File: src/rtl/relu_quant_packer.sv
// relu_quant_packer: bias add, ReLU, shift requantization and 12-bit saturation
// of a serial pre-activation stream, packed four at a time into a lane vector
// with a valid/ready handshake toward the next layer.
module relu_quant_packer #(
  parameter int unsigned SHIFT = 4,
  parameter int unsigned SAT_W = 8
) (
  input  logic               clk,
  input  logic               rst,
  input  logic signed [16:0] in_data,
  input  logic signed [7:0]  in_bias,
  input  logic               in_valid,
  output logic               in_ready,
  output logic signed [11:0] out1,
  output logic signed [11:0] out2,
  output logic signed [11:0] out3,
  output logic signed [11:0] out4,
  output logic               out_valid,
  input  logic               out_ready,
  output logic [SAT_W-1:0]   sat_count
);

  logic signed [17:0] a_sum_q;
  logic               a_valid_q;
  logic [1:0]         cnt_q;
  logic [11:0]        lane0_q, lane1_q, lane2_q;

  logic signed [17:0] r;
  logic [11:0]        q;
  logic               sat;
  logic               slot_free;
  logic               a_adv;
  logic               in_xfer;
  logic               emit;

  // Stage B: ReLU, requantize, clamp to the positive 12-bit range.
  always_comb begin
    r = '0;
    if (!a_sum_q[17]) begin
      r = a_sum_q >>> SHIFT;
    end
    sat = (r > 18'sd2047);
    q   = sat ? 12'd2047 : r[11:0];
  end

  // The 4th item of a group can only leave stage A when the output slot frees up.
  assign slot_free = !out_valid || out_ready;
  assign a_adv     = a_valid_q && ((cnt_q != 2'd3) || slot_free);
  assign in_ready  = !a_valid_q || a_adv;
  assign in_xfer   = in_valid && in_ready;
  assign emit      = a_adv && (cnt_q == 2'd3);

  // Stage A: register the biased sum; refill and drain may coincide.
  always_ff @(posedge clk) begin
    if (rst) begin
      a_sum_q   <= '0;
      a_valid_q <= 1'b0;
    end else if (in_xfer) begin
      a_sum_q   <= {in_data[16], in_data} + {{10{in_bias[7]}}, in_bias};
      a_valid_q <= 1'b1;
    end else if (a_adv) begin
      a_valid_q <= 1'b0;
    end
  end

  // Collection lanes: the first three items of a group wait here.
  always_ff @(posedge clk) begin
    if (rst) begin
      cnt_q   <= 2'd0;
      lane0_q <= '0;
      lane1_q <= '0;
      lane2_q <= '0;
    end else if (a_adv) begin
      case (cnt_q)
        2'd0: begin
          lane0_q <= q;
          cnt_q   <= 2'd1;
        end
        2'd1: begin
          lane1_q <= q;
          cnt_q   <= 2'd2;
        end
        2'd2: begin
          lane2_q <= q;
          cnt_q   <= 2'd3;
        end
        default: cnt_q <= 2'd0;
      endcase
    end
  end

  // Output vector: a reload wins over a consume in the same cycle.
  always_ff @(posedge clk) begin
    if (rst) begin
      out1      <= '0;
      out2      <= '0;
      out3      <= '0;
      out4      <= '0;
      out_valid <= 1'b0;
    end else if (emit) begin
      out1      <= lane0_q;
      out2      <= lane1_q;
      out3      <= lane2_q;
      out4      <= q;
      out_valid <= 1'b1;
    end else if (out_ready) begin
      out_valid <= 1'b0;
    end
  end

  // Saturation event counter, sticks at all-ones.
  always_ff @(posedge clk) begin
    if (rst) begin
      sat_count <= '0;
    end else if (a_adv && sat && (sat_count != {SAT_W{1'b1}})) begin
      sat_count <= sat_count + SAT_W'(1);
    end
  end

endmodule

File: config.mk
export PLATFORM = sky130hd
export DESIGN_NAME = relu_quant_packer
export DESIGN_NICKNAME = d
export VERILOG_FILES = /design/src/rtl/relu_quant_packer.sv
export SDC_FILE = /design/constraint.sdc
export NUM_CORES = 1
export LEC_CHECK = 0
export CAP_MARGIN = 20
export CELL_PAD_IN_SITES_DETAIL_PLACEMENT = 1
export CELL_PAD_IN_SITES_GLOBAL_PLACEMENT = 2
export CORE_MARGIN = 1.5
export CORE_UTILIZATION = 30
export DETAILED_ROUTE_END_ITERATION = 12
export MAX_ROUTING_LAYER = met4
export PLACE_DENSITY = 0.8
export SLEW_MARGIN = 20
export SYNTH_ARGS = -nofsm -noshare
export SYNTH_HDL_FRONTEND = slang
export SYNTH_SLANG_ARGS = --single-unit
File: constraint.sdc
create_clock -name clk -period 2.84 [get_ports clk]
set_clock_uncertainty 0.15 [all_clocks]
set_input_delay 0.568 -clock clk [delete_from_list [all_inputs] [get_ports clk]]
set_output_delay 0.568 -clock clk [all_outputs]
set_load 0.03 [all_outputs]
Word level (Yosys, flattened, before mapping). Cells that the tools add are included.

$add $sub $neg: 2. Magnitude comparators: 1. Equal/unequal tests: 5. Multiplexer cells: 7. Reductions and logical operators: 16.

Operators by type and width (count): 17-bit by 8-bit adder with 18-bit output (1); 13-bit by 11-bit > comparator with 1-bit output (second input constant) (1); 13-bit 2-to-1 mux (1); 12-bit 2-to-1 mux (1); 8-bit by 1-bit adder with 8-bit output (second input constant) (1); 8-bit inequality test (second input constant) (1); 2-bit one-hot mux with 3 select lines (1); 2-bit AND reduction (3); 1-bit logical AND (5); 2-bit == test (second input constant) (2); 1-bit 2-to-1 mux (4); 2-bit nonzero test (2); 1-bit logical OR (3); 2-bit by 1-bit == test with 1-bit output (second input constant) (1); 1-bit logical NOT (2); 2-bit logical NOT (1); 2-bit inequality test (second input constant) (1).

Register bits: 114. Input bits: 29. Output and inout port bits: 58. Logic and storage cells: 43.

Longest topological paths before layout.
Depth after elaboration: 7. Gate-level depth with buffers: 8.

Worst setup path before layout. No wires, ideal clock.

Path type: input-to-reg. Start point: input in_data[9]. End point: register a_sum_q[16]. Library setup time: 122 ps. Arrival time: 2042 ps. Data required time: 2568 ps. Path slack: 527 ps. Stages: 7. Buffers on the path: 0. Cells stage by stage: ha_1 > a21o_1 > a311oi_1 > o21ai_1 > a221oi_2 > nor3_1 > a221o_1.

Cells in the longest elaborated chain, start to end: 1.

RTL lines: from (decl) (line 10) `input logic signed [16:0] in_data,`; 17-bit by 8-bit adder with 18-bit output (line 59) `a_sum_q <= {in_data[16], in_data} + {{10{in_bias[7]}}, in_bias};`; to (signal assigned) (line 59); to (decl) (line 23) `logic signed [17:0] a_sum_q;`.

No other way between the ends. A chain may end at the register's enable or synchronous reset.

Worst setup path in the final report.
Start point: input out_ready. End point: output in_ready.

Cells in the longest elaborated chain, start to end: 4.

RTL lines: from (decl) (line 19) `input logic out_ready,`; 1-bit logical OR (line 47) `assign slot_free = !out_valid || out_ready;`; 1-bit logical OR (line 48) `assign a_adv = a_valid_q && ((cnt_q != 2'd3) || slot_free);`; 1-bit logical AND (line 48); 1-bit logical OR (line 49) `assign in_ready = !a_valid_q || a_adv;`; to (decl) (line 13) `output logic in_ready,`.

No other way between the ends.

==> impl_metrics.tcl <==
set metrics [dict create \
    r2r-end "out3[6]" \
    wire_per_inst_um 15.1 \
    die_w_um 130 \
    synth_cell_types 56 \
    period_minus_slack_ps 2690 \
    cts.root.buffer_cell "clkbuf_16" \
    io_buffers 86 \
    firstDrtPassIters 4 \
    crit_buf_inv 2 \
    mostFrequentLayoutCell "nand2_1" \
    grt_pass1_vias 4551 \
    startpoint_type "primary input" \
    critPathKind "primary input to primary output" \
    cts_buffers 9 \
    grt_usage 0.181 \
    required_ps 2120 \
    synth_edf_count 0 \
    vias 4480 \
    synth.avg_cell_area_um2 7.90 \
    post-route-drc-count 0 \
    cts_buffer_depth 2 \
    num_rows 46 \
    power.leakage_uw 0.00239 \
    yosysWarnings 0 \
    worstPathArrival_ps 1980 \
    io-pin-count 87 \
    core_mm2 0.0158 \
    die_area_mm2 0.0169 \
    min_path_cells 2 \
    holdWs_ps 302 \
    r2r_slack_ps 760 \
    vias_per_cell 4.82 \
    antenna_found_initial 0 \
    die_y_um 130 \
    setup_ws_ps 147 \
    cts.clk_slew.worst_paths_ps 70 \
    worst_setup_path_end_kind "primary output" \
    ys_top_cells_by_area "dfxtp_1 46%, nand2_1 14%, a21oi_1 10%" \
    place_hpwl_um 10100 \
    synth.top_cell.area_share 0.455 \
    grt_max_degree 105 \
    final_nets 760 \
    async_flop_share 0 \
    rsz0062_at_grt "no" \
    reg2regPathDepth 7 \
    synth_seq_cells 110 \
    synth_fp_nets 663 \
    max-vdd-ir-drop_v 0.000307 \
    power_density_mw_per_mm2 527 \
    overflow 0 \
    cpPeakStageDelay_ps 700 \
    htree_levels 3 \
    hold_violations 0 \
    nFillCells 1904 \
    area.growth.synth_to_final_pct 32.2 \
    synth_area_mm2 0.00484 \
    drtIter0Drc 240 \
    relSlewSlack 0.518 \
    clock_latency_ps 360 \
    min_path_type "register to register" \
    n_antenna_cell 0 \
    final_cell_mix "181 x nand2_1, 110 x dfxtp_1, 101 x a21oi_1" \
    post_cts_buffers 0 \
    reg2reg_from "cnt_q[0]" \
    fin_total_pwr_uw 3370 \
    place_area_mm2 0.00610 \
    ys_seq_area_frac 0.455 \
    cap_violations 0 \
    synth_ff_type "dfxtp_1" \
    min_period_over_period 0.948 \
    initial_core_util 0.306 \
    yosys.area.top_type "dfxtp_1" \
    setup_viol 0 \
    worst-slew-pin-transition_ps 720 \
    layout-drive-gt1-share 0.0868 \
    min_to "out3[4]" \
    gp_congestion 0.864 \
    fin_area_mm2 0.00639 \
    drv_slew 0 \
    ant_nets 0 \
    cts_tree "yes" \
    cp_common_cell "clkdlybuf4s50_1" \
    status "finished, final reports clean" \
    syn_inst 612 \
    cts.sinks 110 \
    grt_pass1_wl_um 22700 \
    cpLargestDelayFamily "buffers and inverters" \
    pre_cts_ws_ps -224 \
    wirelength_um 14000 \
    min_from "out3[4]" \
    worstPathMaxFanout 4 \
    crit_chain "clkdlybuf4s50_1 -> nand4b_2 -> clkdlybuf4s50_1" \
    fmaxAchievable_ghz 0.371 \
    worst_path_max_delay_cell "clkdlybuf4s50_1" \
]
cells by family after synthesis:
family                     synth area share
and+or+nand+nor                       0.263
AOI/OAI and AO/OA                     0.168
DFF                                   0.455
buffers and inverters                0.0352
adders and majority gates            0.0569
xor gates and xnor gates             0.0181
muxes                               0.00414
state kept, by name (all words and copies together) (netlist names):
| name | count |
|---|---|
| out1 | 12 |
| lane1_q | 12 |
| cnt_q | 2 |
| lane2_q | 12 |
| out_valid | 1 |
| out2 | 12 |
| a_valid_q | 1 |
| out3 | 12 |
| a_sum_q | 14 |
| lane0_q | 12 |
| out4 | 12 |
| sat_count | 8 |
synthesized netlist by cell type (4+ instances only):
cell	instances
a21o_1	6
a21oi_1	101
and3_1	14
buf_1	5
buf_2	4
clkbuf_1	22
dfxtp_1	110
ha_1	22
inv_1	10
nand2_1	181
nand3_1	9
nand4_1	6
nor2_1	43
nor3_1	9
o21ai_1	6
xor2_1	7
report_power, final:
| group | switching (uW) | total (uW) | internal (uW) |
|---|---|---|---|
| Clock | 577 | 1260 | 687 |
| Sequential | 28.3 | 1610 | 1580 |
| Combinational | 303 | 498 | 195 |
tightest hold or removal path, delay by kind of cell, from the launching register on:
family | cells | cell delay, ps
AO/OA/AOI/OAI | 1 | 50
flip-flops | 1 | 310
AND/OR/NAND/NOR | 1 | 50
metal layers:
layer | global-route usage | wire length [um] | vias up
met4 | 0.0712 | 280 | 0
li1 | - | - | 2271
met1 | 0.231 | 6960 | 2113
met2 | 0.288 | 6420 | 81
met3 | 0.0283 | 364 | 15
met5 | - | 0 | -
worst max-delay path by stage:
stage                          start     endpoint  depth (start not counted)  slack, ps
after detailed placement  in_bias[7]  a_sum_q[17]                          8       -220
final                      out_ready     in_ready                          3        150
after floorplan           in_data[9]  a_sum_q[16]                          7        530
after global placement    in_bias[7]  a_sum_q[16]                          8       -150
after CTS                  out_ready     in_ready                          3        160
after global routing        cnt_q[0]     in_ready                          3         90
final cells by class:
type / instances / area (um^2) / share of cell area
clock buffers: 11 / 233 / 0.0364
clock inverters: 5 / 57.6 / 0.00900
inverters: 11 / 41.3 / 0.00646
multi-input cells: 459 / 2470 / 0.386
flip-flops and latches: 110 / 2200 / 0.344
well taps: 216 / 270 / 0.0423
repair buffers: 118 / 1120 / 0.176
per-stage QoR:
step	instances	util	TNS (ps)
finish	930	0.404	0
global route	930	0.404	0
CTS	930	0.404	0
detailed placement	914	0.385	-1090
global placement	914	0.385	-417
floorplan	612	-	0
repair_timing:
action | 4_1_cts | 5_1_grt
hold buffers | 0 | 0
gates resized for setup | 0 | 2
endpoints found under the setup margin | 0 | 2
(Power assumes the default switching activity.)
